<file path="config.mk">
export PLATFORM = sky130hd
export DESIGN_NAME = axistream_rr_arbiter
export DESIGN_NICKNAME = d
export VERILOG_FILES = /design/src/rtl/axistream_pkg.sv /design/src/rtl/axistream_rr_grant.sv /design/src/rtl/axistream_rr_arbiter.sv
export SDC_FILE = /design/constraint.sdc
export NUM_CORES = 1
export LEC_CHECK = 0
export ABC_AREA = 1
export BUFFER_PORTS_ARGS = -buffer_cell sky130_fd_sc_hd__buf_2
export CAP_MARGIN = 10
export CORE_UTILIZATION = 46
export CTS_CLUSTER_DIAMETER = 100
export CTS_CLUSTER_SIZE = 20
export DETAILED_ROUTE_END_ITERATION = 10
export MAX_ROUTING_LAYER = met4
export PLACE_DENSITY = 0.93
export SLEW_MARGIN = 40
export SYNTH_ARGS = -nofsm -noshare
export SYNTH_HDL_FRONTEND = slang
export SYNTH_SLANG_ARGS = --single-unit
</file>
<file path="constraint.sdc">
create_clock -name clk -period 1.7 [get_ports clk]
set_input_delay 0.085 -clock clk [delete_from_list [all_inputs] [get_ports clk]]
set_output_delay 0.085 -clock clk [all_outputs]
set_load 0.01 [all_outputs]
</file>
<file path="src/rtl/axistream_pkg.sv">
// Shared constants, beat record and round-robin pick function for the AXI-Stream arbiter.
package axistream_pkg;

    localparam int AXIS_DATA_W = 8;
    localparam int RR_MAX_N    = 8;

    localparam logic [0:0] ST_IDLE = 1'b0;
    localparam logic [0:0] ST_PKT  = 1'b1;

    typedef struct packed {
        logic                   tid;
        logic                   tdest;
        logic                   tlast;
        logic                   tkeep;
        logic                   terr;
        logic [AXIS_DATA_W-1:0] tdata;
    } axis_beat_t;

    // Returns {any, index}: first set bit of valid scanning last+1, last+2, .. modulo n.
    // Scanning from the far end lets the nearest candidate overwrite the result last.
    function automatic logic [3:0] rr_pick(input logic [RR_MAX_N-1:0] valid,
                                           input logic [2:0]          last,
                                           input int                  n);
        logic [3:0] r;
        int         idx;
        r = '0;
        for (int k = n; k >= 1; k--) begin
            idx = (int'(last) + k) % n;
            if (valid[idx[2:0]]) r = {1'b1, idx[2:0]};
        end
        return r;
    endfunction

endpackage

</file>
<file path="src/rtl/axistream_rr_grant.sv">
// Combinational round-robin picker: lowest-distance requester after the previous grant.
module axistream_rr_grant
    import axistream_pkg::*;
#(
    parameter int N     = 2,
    parameter int SRC_W = 1
) (
    input  logic [N-1:0]     i_req,
    input  logic [SRC_W-1:0] i_last,
    output logic [SRC_W-1:0] o_gnt_idx,
    output logic             o_any
);

    logic [RR_MAX_N-1:0] w_req;
    logic [2:0]          w_last;
    logic [3:0]          w_pick;

    assign w_req     = RR_MAX_N'(i_req);
    assign w_last    = 3'(i_last);
    assign w_pick    = rr_pick(w_req, w_last, N);
    assign o_gnt_idx = SRC_W'(w_pick[2:0]);
    assign o_any     = w_pick[3];

endmodule

</file>
<file path="src/rtl/axistream_rr_arbiter.sv">
// N-to-1 AXI-Stream packet arbiter, round-robin, grant held through tlast, registered output.
// state | meaning
// IDLE  | no grant held; arbitrate among valid ports (one bubble cycle per packet)
// PKT   | grant held; beats of the granted port pass to the output register
module axistream_rr_arbiter
    import axistream_pkg::*;
#(
    parameter int N     = 2,
    parameter int SRC_W = 1
) (
    input  logic                     clk,
    input  logic                     rst,
    input  logic [N-1:0]             s_axis_tvalid,
    output logic [N-1:0]             s_axis_tready,
    input  logic [N-1:0]             s_axis_tid,
    input  logic [N-1:0]             s_axis_tdest,
    input  logic [N-1:0]             s_axis_tlast,
    input  logic [N-1:0]             s_axis_tkeep,
    input  logic [N-1:0]             s_axis_terr,
    input  logic [AXIS_DATA_W*N-1:0] s_axis_tdata,
    output logic                     m_axis_tvalid,
    input  logic                     m_axis_tready,
    output logic                     m_axis_tid,
    output logic                     m_axis_tdest,
    output logic                     m_axis_tlast,
    output logic                     m_axis_tkeep,
    output logic                     m_axis_terr,
    output logic [AXIS_DATA_W-1:0]   m_axis_tdata,
    output logic [SRC_W-1:0]         m_axis_tsrc,
    output logic                     busy
);

    logic [0:0]       r_state;
    logic [SRC_W-1:0] r_grant;
    logic [SRC_W-1:0] r_last_grant;
    logic             r_out_valid;
    logic [SRC_W-1:0] r_out_src;
    axis_beat_t       r_out;

    logic [SRC_W-1:0] w_pick_idx;
    logic             w_pick_any;
    logic             w_out_free;
    logic             w_sel_valid;
    logic             w_xfer;
    axis_beat_t       w_sel;

    axistream_rr_grant #(.N(N), .SRC_W(SRC_W)) u_grant (
        .i_req     (s_axis_tvalid),
        .i_last    (r_last_grant),
        .o_gnt_idx (w_pick_idx),
        .o_any     (w_pick_any)
    );

    always_comb begin
        w_sel       = '0;
        w_sel_valid = 1'b0;
        for (int i = 0; i < N; i++) begin
            if (r_grant == SRC_W'(i)) begin
                w_sel.tid   = s_axis_tid[i];
                w_sel.tdest = s_axis_tdest[i];
                w_sel.tlast = s_axis_tlast[i];
                w_sel.tkeep = s_axis_tkeep[i];
                w_sel.terr  = s_axis_terr[i];
                w_sel.tdata = s_axis_tdata[AXIS_DATA_W*i +: AXIS_DATA_W];
                w_sel_valid = s_axis_tvalid[i];
            end
        end
    end

    // Ready is a function of grant and output-register space only, never of tvalid.
    assign w_out_free = !r_out_valid || m_axis_tready;

    always_comb begin
        s_axis_tready = '0;
        for (int i = 0; i < N; i++) begin
            if (r_state == ST_PKT && r_grant == SRC_W'(i)) s_axis_tready[i] = w_out_free;
        end
    end

    assign w_xfer = (r_state == ST_PKT) && w_sel_valid && w_out_free;

    always_ff @(posedge clk or posedge rst) begin
        if (rst) begin
            r_state      <= ST_IDLE;
            r_grant      <= '0;
            r_last_grant <= SRC_W'(N - 1);
        end else begin
            case (r_state)
                ST_IDLE: begin
                    if (w_pick_any) begin
                        r_grant      <= w_pick_idx;
                        r_last_grant <= w_pick_idx;
                        r_state      <= ST_PKT;
                    end
                end
                default: begin
                    if (w_xfer && w_sel.tlast) r_state <= ST_IDLE;
                end
            endcase
        end
    end

    always_ff @(posedge clk or posedge rst) begin
        if (rst) begin
            r_out_valid <= 1'b0;
            r_out_src   <= '0;
            r_out       <= '0;
        end else if (w_xfer) begin
            r_out_valid <= 1'b1;
            r_out_src   <= r_grant;
            r_out       <= w_sel;
        end else if (m_axis_tready) begin
            r_out_valid <= 1'b0;
        end
    end

    assign m_axis_tvalid = r_out_valid;
    assign m_axis_tid    = r_out.tid;
    assign m_axis_tdest  = r_out.tdest;
    assign m_axis_tlast  = r_out.tlast;
    assign m_axis_tkeep  = r_out.tkeep;
    assign m_axis_terr   = r_out.terr;
    assign m_axis_tdata  = r_out.tdata;
    assign m_axis_tsrc   = r_out_src;
    assign busy          = (r_state == ST_PKT);

endmodule

</file>
## Word-level counts from Yosys, hierarchy flattened

Cells that the tools add are included.

| word-level totals | value |
|---|---|
| register bits after elaboration | 18 |
| output and inout bits | 18 |

| operators by class | value |
|---|---|
| add/subtract/negate cells | 2 |
| $lt $le $gt $ge | 2 |
| mux-type cells | 15 |
| bitwise operators | 4 |
| reduce and logical (&&, ||, !) cells | 9 |

Operators by type and width:

| kind | count |
|---|---|
| $mux 13 | 1 |
| $mux 1 | 10 |
| $lt 3x4->1 const B | 2 |
| $mux 4 | 2 |
| $logic_and 1x1->1 | 5 |
| $bmux 1 s2 | 2 |
| $add 1x1->1 const B | 2 |
| $and 1x1->1 const A | 2 |
| $not 1->1 | 2 |
| $reduce_and 2->1 | 1 |
| $reduce_bool 2->1 | 1 |
| $logic_not 1->1 | 1 |
| $logic_or 1x1->1 | 1 |

## Logic depth before layout (Yosys ltp)

Gate-level depths: netlist of the first run.

| depth | value |
|---|---|
| depth in word-level cells | 8 |
| mapped depth | 7 |
| mapped depth without buffers | 6 |

## Cells and area by module

Synthesis of the first run repeated with hierarchy kept, for this count alone.

| second synthesis, totals | value |
|---|---|
| cell total of the unflattened synthesis | 102 |
| area total of the unflattened synthesis | 972.2 um^2 |

By module, submodules not included:

| module | instances | cells an instance | area an instance (um^2) | seq. area each (um^2) |
|---|---|---|---|---|
| axistream_rr_arbiter | 1 | 99 | 957.2 | 451.7 |
| axistream_rr_grant | 1 | 3 | 15.0 | 0.0 |

## Worst setup path before layout of the first run

Ideal clock, no wire load.

| path | value |
|---|---|
| path kind | reg2reg |
| start point | register r_grant |
| end point | register r_out, in the netlist m_axis_tdata[0] |
| setup time | 123 ps |
| data arrival time | 984 ps |
| path slack | 593 ps |
| cell stages (with the launch flop) | 5 |
| path buffers | 1 |
| cells stage by stage | dfrtp_1 buf_2 or2_2 o21ai_0 o21ai_1 |

| on the way | value |
|---|---|
| word-level cells in the longest chain between the ends | 3 |
| elaborated cells between the ends (all ways) | 4 |
| classes of those cells | 2 x mux; 2 x reduce/logical |

RTL lines:

| what | line | source |
|---|---|---|
| from (decl) | axistream_rr_arbiter.sv:34 | `logic [SRC_W-1:0] r_grant;` |
| from (signal assigned) | axistream_rr_arbiter.sv:91 | `r_grant <= w_pick_idx;` |
| $mux 1 | axistream_rr_arbiter.sv:58 | `if (r_grant == SRC_W'(i)) begin` |
| $logic_and 1x1->1 (2 in series) | axistream_rr_arbiter.sv:80 | `assign w_xfer = (r_state == ST_PKT) && w_sel_valid && w_out_free;` |
| to (signal assigned) | axistream_rr_arbiter.sv:111 | `r_out <= w_sel;` |
| to (decl) | axistream_rr_arbiter.sv:38 | `axis_beat_t r_out;` |

Parallel ways exist; a longest one is shown, timed or not.
A chain may end at the register's enable or synchronous reset.

## Worst setup path after layout of the first run

| path | value |
|---|---|
| start point | register r_grant |
| end point | register r_out, in the netlist m_axis_tdata[7] |

Same word-level chain as after synthesis.

==> results of run 1 <==
[through the flow]
step / setup slack (ps) / hold slack [ps] / std cells / area, um^2
finish: 413.8 / 51.73 / 176 / 1177
floorplan: 593.0 / 22.84 / 101 / 892.1
global placement: 481.9 / 191.5 / 171 / 1131
CTS: 397.3 / 49.77 / 176 / 1177
detailed placement: 414.1 / 215.1 / 171 / 1131
global route: 268.3 / 62.89 / 176 / 1177
[power breakdown]
group,switching (mW),total [mW],internal (mW)
clock,0.133,0.263,0.130
sequential,0.114,0.762,0.648
combinational,0.628,1.05,0.424
[synthesized netlist by cell type]
library cell / count
buf_12: 1
buf_2: 1
buf_6: 1
clkbuf_1: 1
dfrtp_1: 17
dfstp_2: 1
inv_1: 5
inv_2: 1
nand2_1: 24
nand2_2: 1
nand2_4: 1
nand3_1: 3
nand3_2: 1
nor2_1: 3
nor3_1: 2
o21ai_0: 13
o21ai_1: 8
o21ai_2: 5
or2_2: 12
[area by class of cell]
type	count	area, um^2
flip-flops and latches	18	451.7
fillers	152	586.8
repair buffers	50	257.7
well taps	25	31.28
inverters	6	22.52
multi-input cells	73	377.9
clock buffers	4	36.28
[kinds of logic (layout without fill, tap and decap cells)]
group	after synthesis	in the layout
AND/OR/NAND/NOR	47	47
buffers and inverters	10	60
AO/OA/AOI/OAI	26	26
flip-flops	18	18
[worst paths after layout]
path                                           from                           to  slack [ps]  cells after the start
min                                s_axis_tvalid[1]     r_last_grant$_DFFE_PP1P_          50                      3
max                             r_grant$_DFFE_PP0P_  m_axis_tdata[7]$_DFFE_PP0P_         410                      6
min reg2reg                r_last_grant$_DFFE_PP1P_     r_last_grant$_DFFE_PP1P_         480                      2
max reg2reg                     r_grant$_DFFE_PP0P_  m_axis_tdata[7]$_DFFE_PP0P_         410                      6
min in group asynchronous                       rst  m_axis_tdata[6]$_DFFE_PP0P_         430                      3
max in group asynchronous                       rst          r_grant$_DFFE_PP0P_         840                      3
[flip-flops by register name (all words and copies together) (netlist names)]
name,cells
r_grant,1
busy,1
m_axis_tid,1
m_axis_tdata,8
r_last_grant,1
m_axis_tdest,1
m_axis_tvalid,1
m_axis_tsrc,1
m_axis_terr,1
m_axis_tkeep,1
m_axis_tlast,1
[worst register-to-register path, stage by stage (launching register included)]
cell	delay (ps)
dfrtp_1	400
inv_2	210
nand3_2	100
nand2_2	100
nand2_4	180
nand2_1	130
o21ai_1	70
[layer usage]
layer | track usage, % | wire, um | share of wire [%] | vias to the layer above
met1 | 24.69 | 798 | 39 | 373
met3 | 6.746 | 124 | 6.1 | 6
met5 | - | 0 | 0 | -
met2 | 40.85 | 1069 | 52 | 37
li1 | - | - | - | 431
met4 | 9.412 | 52 | 2.5 | 0
[repair_timing]
item | in CTS | in global routing
hold endpoints to repair | 17 | 0
hold buffers | 1 | 0
gates resized for setup | 0 | 0
buffers inserted | 0 | 0
endpoints found under the setup margin | 0 | 0
==> out/qor.txt, run 1 <==
Status = complete, no violations
Crit-path cells = inv_2 > nand3_2 > nand2_2 > nand2_4 > nand2_1 > o21ai_1
Critical path type = reg2reg
CP Data Required Time = 1880 ps
DR iter-0 viols = 19
Fin crit period = 1286 ps
Setup crit end kind = flip-flop
Post-Syn Area per Cell = 8.833 um^2
RSZ-0062 raised after global routing = false
Post-Synth Simple-Gate Area = 25.67%
Root Buffer = clkbuf_4
Crit start category = flip-flop
Max Fclk = 777.5 MHz
Arrival time worst endpoint = 1470 ps
Commonest non-fill, non-tap cells in the layout = buf_2 (48), nand2_1 (24), dfrtp_1 (17)
DRC Markers = 0
Initial antenna violation count = 0
Worst Clk Skew = 6.056 ps
Synthesized area = 892.1 um^2
TNS Setup = 0 ps
YS warnings = 0
Port-buffer cells = 48
Initial Util = 50.57%
Top cells by area, synth = dfrtp_1 (48%), nand2_1 (10%), or2_2 (8.4%)
Final Core Density = 66.74%
Synth Area in XOR/XNOR = 0%
P&R area growth vs syn = 31.98%
Hold crit path type = in2reg
Worst-Skew Late Latency = 290 ps
Die ar. = 2120 um^2
Die W = 46.04 um
Largest family of logic cells by synthesized area = simple AND/OR/NAND/NOR gates
IO Count = 49
Mapped Nets = 132
Via Count = 847
Die H = 46.04 um
Vias in the first global route = 824
Total power = 2.078 mW
Worst Path Buf+Inv = 1
CTS clock-pin slew for the worst setup and hold paths = 110 ps
Slew headroom = 54.96%
Cells after synthesis = 101
All-Layer GR Usage = 23.51%
Post-synthesis mux area share = 0%
Final Hold Vio Count = 0
Gr ovfl total = 0
Crit path max fanout = 28
Share of cells above drive strength 1 = 49.67%
Max incr delay on CP = 400 ps
Count of different cell masters after synthesis = 19
Max-cap violations = 0
Final setup fails = 0
Floorplan core area = 1764 um^2
CP top delay family = simple AND/OR/NAND/NOR gates
# rows = 15
Maximum vdd drop = 0.001296 V
WL final = 2.044 mm
CTS tree = yes
Antenna viol nets, final = 0
Pin count of the biggest net entering global routing = 29
Synth Area in Adders = 0%
H-tree Lvls = 1
Routed wire per std cell = 11.61 um
PwrDens = 1765 nW/um^2
CTS Buf Count = 3
Slowest-stage cell, CP = dfrtp_1
Sink Count = 18
Synthesized flop and latch total = 18
Area leader, netlist = dfrtp_1
Clock buffer depth = 2
# diodes = 0
RePlAce Congestion = 0.7407
Sequential-to-total area share from yosys stat = 50.63%
DPL Wire Length = 1.603 mm
Iteration count of the initial detailed-routing pass = 4
Tcrit/Tclk final = 75.66%
Commonest non-fill, non-tap cell in the layout = buf_2
Global-route wire length before repair = 3.339 mm
Area fraction of the dominant cell type after synthesis = 47.69%
Synth Area in Compound Gates = 16.69%
Drt via density = 4.813
Pins Over Slew Limit = 0
Worst-margin pin slew = 674.8 ps
Nets = 183
Static Leak = 0.6406 nW
Note: power is estimated with default switching activity, not from simulation.
==> inputs of run 2 (changes only) <==
--- a/config.mk
+++ b/config.mk
@@ -5,15 +5,15 @@
 export SDC_FILE = /design/constraint.sdc
 export NUM_CORES = 1
 export LEC_CHECK = 0
-export ABC_AREA = 1
+export ABC_AREA = 0
 export BUFFER_PORTS_ARGS = -buffer_cell sky130_fd_sc_hd__buf_2
 export CAP_MARGIN = 10
-export CORE_UTILIZATION = 46
+export CORE_UTILIZATION = 39
 export CTS_CLUSTER_DIAMETER = 100
 export CTS_CLUSTER_SIZE = 20
 export DETAILED_ROUTE_END_ITERATION = 10
 export MAX_ROUTING_LAYER = met4
-export PLACE_DENSITY = 0.93
+export PLACE_DENSITY = 0.85
 export SLEW_MARGIN = 40
 export SYNTH_ARGS = -nofsm -noshare
 export SYNTH_HDL_FRONTEND = slang
==> constraint.sdc (replaced) <==
create_clock -name clk -period 1.15 [get_ports clk]
set_input_delay 0.0575 -clock clk [delete_from_list [all_inputs] [get_ports clk]]
set_output_delay 0.0575 -clock clk [all_outputs]
set_load 0.01 [all_outputs]
==> run 2 against run 1 <==
Against the previous run: the flow now finishes with violations (negative setup slack); first-iteration DRC count down 79%; cell count decreased by 14%; routed wire length fell by 1.8%; sequential cell count unchanged; die area is 21% higher; fmax fell by 6.6%; power is 68% higher; global-route usage fell by 5.8 points; largest power group unchanged.
==> out/qor.txt, run 2 <==
TNS Setup = -3314 ps
Nets = 156
Cells after synthesis = 65
Worst-margin pin slew = 340.1 ps
YS warnings = 0
Most Frequent Cell on Critical Path = mux2_4
Reg2reg start = r_grant$_DFFE_PP0P_
# rows = 17
Status = complete, but fails checks
# diodes = 0
Commonest non-fill, non-tap cell in the layout = buf_2
Worst Hold End = busy$_DFF_PP0_
Floorplan core area = 2212 um^2
Worst Hold Launch = s_axis_tvalid[1]
Sequential-to-total area share from yosys stat = 49.05%
Arrival time worst endpoint = 1560 ps
Fin crit period = 1377 ps
Slew headroom = 77.30%
DR iter-0 viols = 4
Share of cells above drive strength 1 = 72.58%
Crit start category = flip-flop
Top FF cell, synth = dfrtp_1
Count of different cell masters after synthesis = 17
Final Worst Setup Slack = -227.3 ps
Critical path type = reg2reg
Antenna viol nets, final = 0
Root Buffer = clkbuf_4
Asr flop ratio synth = 100.0%
Initial antenna violation count = 0
Failing checks = negative setup slack
Die H = 50.59 um
Max incr delay on CP = 430 ps
Routed wire per std cell = 13.21 um
Crit-path cells = mux2_4 > nand3_4 > mux2_4
Slowest-stage cell, CP = dfrtp_1
RSZ-0062 raised after global routing = true
Final setup fails = 17
Crit path max fanout = 8
PwrDens = 2633 nW/um^2
Pin count of the biggest net entering global routing = 11
Commonest non-fill, non-tap cells in the layout = buf_2 (48), dfrtp_1 (17), mux2_4 (14)
Initial Util = 41.63%
Die ar. = 2559 um^2
Port-buffer cells = 48
Worst r2r dst = m_axis_tdata[5]$_DFFE_PP0P_
H-tree Lvls = 1
Fill count = 196
Die W = 50.59 um
RePlAce Congestion = 0.7976
Area fraction of the dominant cell type after synthesis = 46.20%
CP Data Required Time = 1330 ps
Setup crit end kind = flip-flop
Final std cells w/o fill = 152
CTS Buf Count = 3
Gr ovfl total = 0
Hold crit path type = in2reg
Global-route wire length before repair = 3.298 mm
Final Hold Vio Count = 0
Clock buffer depth = 2
Iteration count of the initial detailed-routing pass = 3
R2r setup slk = -230 ps
P&R area growth vs syn = 44.16%
Sink Count = 18
CTS tree = yes
Drt via density = 4.849
Vias in the first global route = 742
Mapped Nets = 96
Tcrit/Tclk final = 119.8%
DRC Markers = 0
Synthesized area = 920.9 um^2
Static Leak = 0.7117 nW
Post-Syn Area per Cell = 14.17 um^2
Maximum vdd drop = 0.001562 V
Number of flip-flops in the largest register = 8
All-Layer GR Usage = 17.67%
Max Fclk = 726.1 MHz
Top cells by area, synth = dfrtp_1 (46%), mux2_2 (21%), mux2_4 (15%)
Post-synth EDFFs = 0
Pins Over Slew Limit = 0
Worst Clk Skew = 6.129 ps
Area leader, netlist = dfrtp_1
WL final = 2.008 mm
Worst Hold Depth = 2
Via Count = 737
Max-cap violations = 0
Dpl cells = 144
Synthesized flop and latch total = 18
DPL Wire Length = 1.420 mm
CTS clock-pin slew for the worst setup and hold paths = 110 ps
Register-to-Register Path Depth = 3
Top cells by count, synth = dfrtp_1 (17), mux2_2 (17), mux2_4 (9)
IO Count = 49
Worst-Skew Late Latency = 290 ps
[run 2: cell count changes in the layout (fill, tap and decap cells not counted), sizes merged, moves of 3 or more]
cell / previous run / this run
inv: 6 / 2
mux2: 0 / 26
nand2b: 0 / 3
or2: 12 / 0
buf: 49 / 56
nand2: 26 / 4
o21ai: 26 / 1
[run 2: area by class of cell]
type,count,area (um^2),area share (%)
sequential,18,451.7,34.02
inverter,2,7.507,0.5655
tap,28,35.03,2.639
clock buffer,4,36.28,2.733
timing repair buffer,57,317.8,23.94
multi-input combinational,43,479.2,36.10
[run 2: how the worst max path moves through the flow]
| stage | slack [ps] | from | endpoint | depth (start not counted) |
|---|---|---|---|---|
| 2_1_floorplan | -330 | r_grant$_DFFE_PP0P_ | m_axis_tdata[0]$_DFFE_PP0P_ | 5 |
| 5_1_grt | -250 | r_grant$_DFFE_PP0P_ | m_axis_tdata[0]$_DFFE_PP0P_ | 3 |
| 4_1_cts | -250 | r_grant$_DFFE_PP0P_ | m_axis_tdata[0]$_DFFE_PP0P_ | 3 |
| 6_report | -230 | r_grant$_DFFE_PP0P_ | m_axis_tdata[5]$_DFFE_PP0P_ | 3 |
| 3_5_place_dp | -310 | r_grant$_DFFE_PP0P_ | m_axis_tdest$_DFFE_PP0P_ | 3 |
| 3_3_place_gp | -270 | r_grant$_DFFE_PP0P_ | m_axis_tsrc$_DFFE_PP0P_ | 3 |
[run 2: worst max-delay path: cells and delay by family, from the launching register on]
kind	cells	cell delay (ps)
multiplexers	2	670
flip-flops	1	430
AND/OR/NAND/NOR	1	160
[run 2: stage by stage]
step / setup slack, ps / area [um^2] / power, mW / util [%] / hold slack [ps]
final: -227.3 / 1328 / 3.495 / 60.01 / 35.97
after global routing: -253.5 / 1328 / 3.712 / 60.01 / 33.68
after CTS: -247.0 / 1305 / 3.443 / 58.99 / 35.35
after detailed placement: -308.5 / 1215 / 2.898 / 54.92 / 33.62
after global placement: -266.2 / 1215 / 2.830 / 54.92 / 25.02
after floorplan: -334.0 / 925.9 / 2.367 / - / -4.659
[run 2: timing repair]
item | in CTS | in global routing
pin swaps | 0 | 1
gates cloned | 1 | 0
endpoints found under the hold margin | 8 | 0
resized for setup | 6 | 3
setup buffers | 1 | 1
hold buffers | 1 | 0
endpoints found under the setup margin | 17 | 17
[run 2: report_power, final]
part | total [mW] | switching [mW] | internal [mW]
registers | 1.17 | 0.197 | 0.968
clock network | 0.392 | 0.199 | 0.193
logic | 1.94 | 0.804 | 1.13
total | 3.50 | 1.20 | 2.29
[run 2: logic make-up (layout without fill, tap and decap cells)]
| kind of cell | count (synthesis) | count (layout) | synth area share [%] |
|---|---|---|---|
| buf+inv | 5 | 63 | 3.668 |
| simple gates | 10 | 11 | 6.658 |
| mux | 28 | 28 | 37.64 |
| flops | 18 | 18 | 49.05 |
| compound gates | 4 | 4 | 2.988 |
[run 2: routing by layer]
metal	global-route usage, %	wire length (um)
met4	2.778	0
met1	19.58	831
met2	33.56	1085
met3	2.727	91
met5	-	0
==> inputs of run 3 (changes only) <==
--- a/config.mk
+++ b/config.mk
@@ -12,9 +12,11 @@
 export CTS_CLUSTER_DIAMETER = 100
 export CTS_CLUSTER_SIZE = 20
 export DETAILED_ROUTE_END_ITERATION = 10
+export HOLD_SLACK_MARGIN = 0.1
 export MAX_ROUTING_LAYER = met4
 export PLACE_DENSITY = 0.85
-export SLEW_MARGIN = 40
+export SKIP_LAST_GASP = 1
+export SLEW_MARGIN = 20
 export SYNTH_ARGS = -nofsm -noshare
 export SYNTH_HDL_FRONTEND = slang
 export SYNTH_SLANG_ARGS = --single-unit
==> run 3 against run 2 <==
Against the previous run: the run still ends with negative setup slack left; die area did not move; critical path depth did not move; combinational power barely moved; sequential cell count did not move; cell area rose by 2.3%; register-to-register slack barely moved; largest cell class unchanged.
==> out/qor.txt, run 3 (synthesis gave the netlist of run 2 again) <==
Worst slack, placed = -308.5 ps
Total power = 3.516 mW
Fin crit period = 1391 ps
Gr ovfl total = 0
CTS tree = yes
Port-buffer cells = 48
Worst Clk Skew = 6.502 ps
Die H = 50.59 um
Hold crit path type = in2reg
Worst-margin pin slew = 342.2 ps
Status = complete, but fails checks
CTS clock-pin slew for the worst setup and hold paths = 110 ps
Final Worst Setup Slack = -240.5 ps
Tcrit/Tclk final = 120.9%
Final Hold Vio Count = 0
DR iter-0 viols = 5
Arrival time worst endpoint = 1570 ps
Met1 Usage GRT = 20.53%
Final setup fails = 17
Final Core Density = 61.37%
P&R area growth vs syn = 47.42%
All-Layer GR Usage = 18.99%
IO Count = 49
Routed wire per std cell = 13.83 um
Worst r2r dst = m_axis_tdata[5]$_DFFE_PP0P_
Commonest non-fill, non-tap cells in the layout = buf_2 (48), dfrtp_1 (17), mux2_4 (14)
Share of cells above drive strength 1 = 70.87%
RSZ-0062 raised after global routing = true
Critical path type = reg2reg
Pin count of the biggest net entering global routing = 11
Via Count = 751
Grt met2 use = 36.00%
Worst-Skew Late Latency = 290 ps
Clock buffer depth = 2
Dpl cells = 144
Worst Hold Depth = 3
Commonest non-fill, non-tap cell in the layout = buf_2
WL final = 2.144 mm
H-tree Lvls = 1
Worst Hold End = m_axis_tvalid$_DFFE_PP0P_
Global-route wire length before repair = 3.519 mm
Fill count = 191
TNS Setup = -3520 ps
PwrDens = 2590 nW/um^2
Max-cap violations = 0
Crit start category = flip-flop
# diodes = 0
Antenna viol nets, final = 0
Register-to-Register Path Depth = 3
Setup crit end kind = flip-flop
Root Buffer = clkbuf_4
Nets = 159
CTS Buf Count = 3
GR peak layer = met2
# rows = 17
Die ar. = 2559 um^2
Drt via density = 4.845
CP Data Required Time = 1330 ps
Reg2reg start = r_grant$_DFFE_PP0P_
Initial Util = 41.63%
Failing checks = negative setup slack
Sink Count = 18
Hold_buf cts = 4
Slew headroom = 77.16%
Worst Hold Launch = m_axis_tready
DPL Wire Length = 1.420 mm
Crit path max fanout = 8
DRC Markers = 0
Floorplan core area = 2212 um^2
GRT met3 Usage = 2.727%
RePlAce Congestion = 0.7976
Max Fclk = 719.2 MHz
Die W = 50.59 um
Number of flip-flops in the largest register = 8
Maximum vdd drop = 0.001556 V
Vias in the first global route = 789
Iteration count of the initial detailed-routing pass = 4
R2r setup slk = -240 ps
Static Leak = 0.7242 nW
Final std cells w/o fill = 155
Pins Over Slew Limit = 0
Initial antenna violation count = 0
==> run 3: cell count changes in the layout (fill, tap and decap cells not counted) <==
cell / before / now
dlygate4sd3_1: 1 / 4
==> run 3: stage by stage <==
stage	hold slack, ps	cell area, um^2
after floorplan	-4.659	925.9
after global placement	25.02	1215
final	97.09	1358
after CTS	67.17	1335
after global routing	98.39	1358
after detailed placement	33.62	1215
==> run 3: power by group <==
group / internal (mW) / switching, mW / total, mW / leakage, nW
sequential: 0.968 / 0.199 / 1.17 / 0.207
clock: 0.193 / 0.198 / 0.391 / 0.0210
combinational: 1.14 / 0.818 / 1.96 / 0.496
==> run 3: layout make-up <==
class | count | area (um^2) | area share (%)
timing repair buffer | 60 | 347.8 | 25.62
sequential | 18 | 451.7 | 33.27
multi-input combinational | 43 | 479.2 | 35.30
inverter | 2 | 7.507 | 0.5530
clock buffer | 4 | 36.28 | 2.673
tap | 28 | 35.03 | 2.581
==> run 3: worst max path at each step <==
stage,startpoint,endpoint,slack [ps],cells past startpoint
floorplan,r_grant$_DFFE_PP0P_,m_axis_tdata[0]$_DFFE_PP0P_,-330,5
global placement,r_grant$_DFFE_PP0P_,m_axis_tsrc$_DFFE_PP0P_,-270,3
detailed placement,r_grant$_DFFE_PP0P_,m_axis_tdest$_DFFE_PP0P_,-310,3
CTS,r_grant$_DFFE_PP0P_,m_axis_tdata[0]$_DFFE_PP0P_,-250,3
global route,r_grant$_DFFE_PP0P_,m_axis_tdata[0]$_DFFE_PP0P_,-260,3
finish,r_grant$_DFFE_PP0P_,m_axis_tdata[5]$_DFFE_PP0P_,-240,3
==> run 3: worst max-delay path, stage by stage, from the launching register on <==
cell	delay, ps
dfrtp_1	430
mux2_4	360
nand3_4	160
mux2_4	320
==> run 3: routing by layer <==
metal / share of wire [%] / up-vias / wire, um
li1: - / 355 / -
met1: 40 / 369 / 862
met2: 55 / 27 / 1183
met3: 4.6 / 0 / 98
met4: 0 / 0 / 0
met5: 0 / - / 0
==> run 3: what timing repair did <==
item,in CTS,in global routing
setup buffers,1,1
gates resized for setup,6,3
pin swaps,0,1
endpoints found under the setup margin,17,17
hold endpoints to repair,22,1
gates cloned,1,0
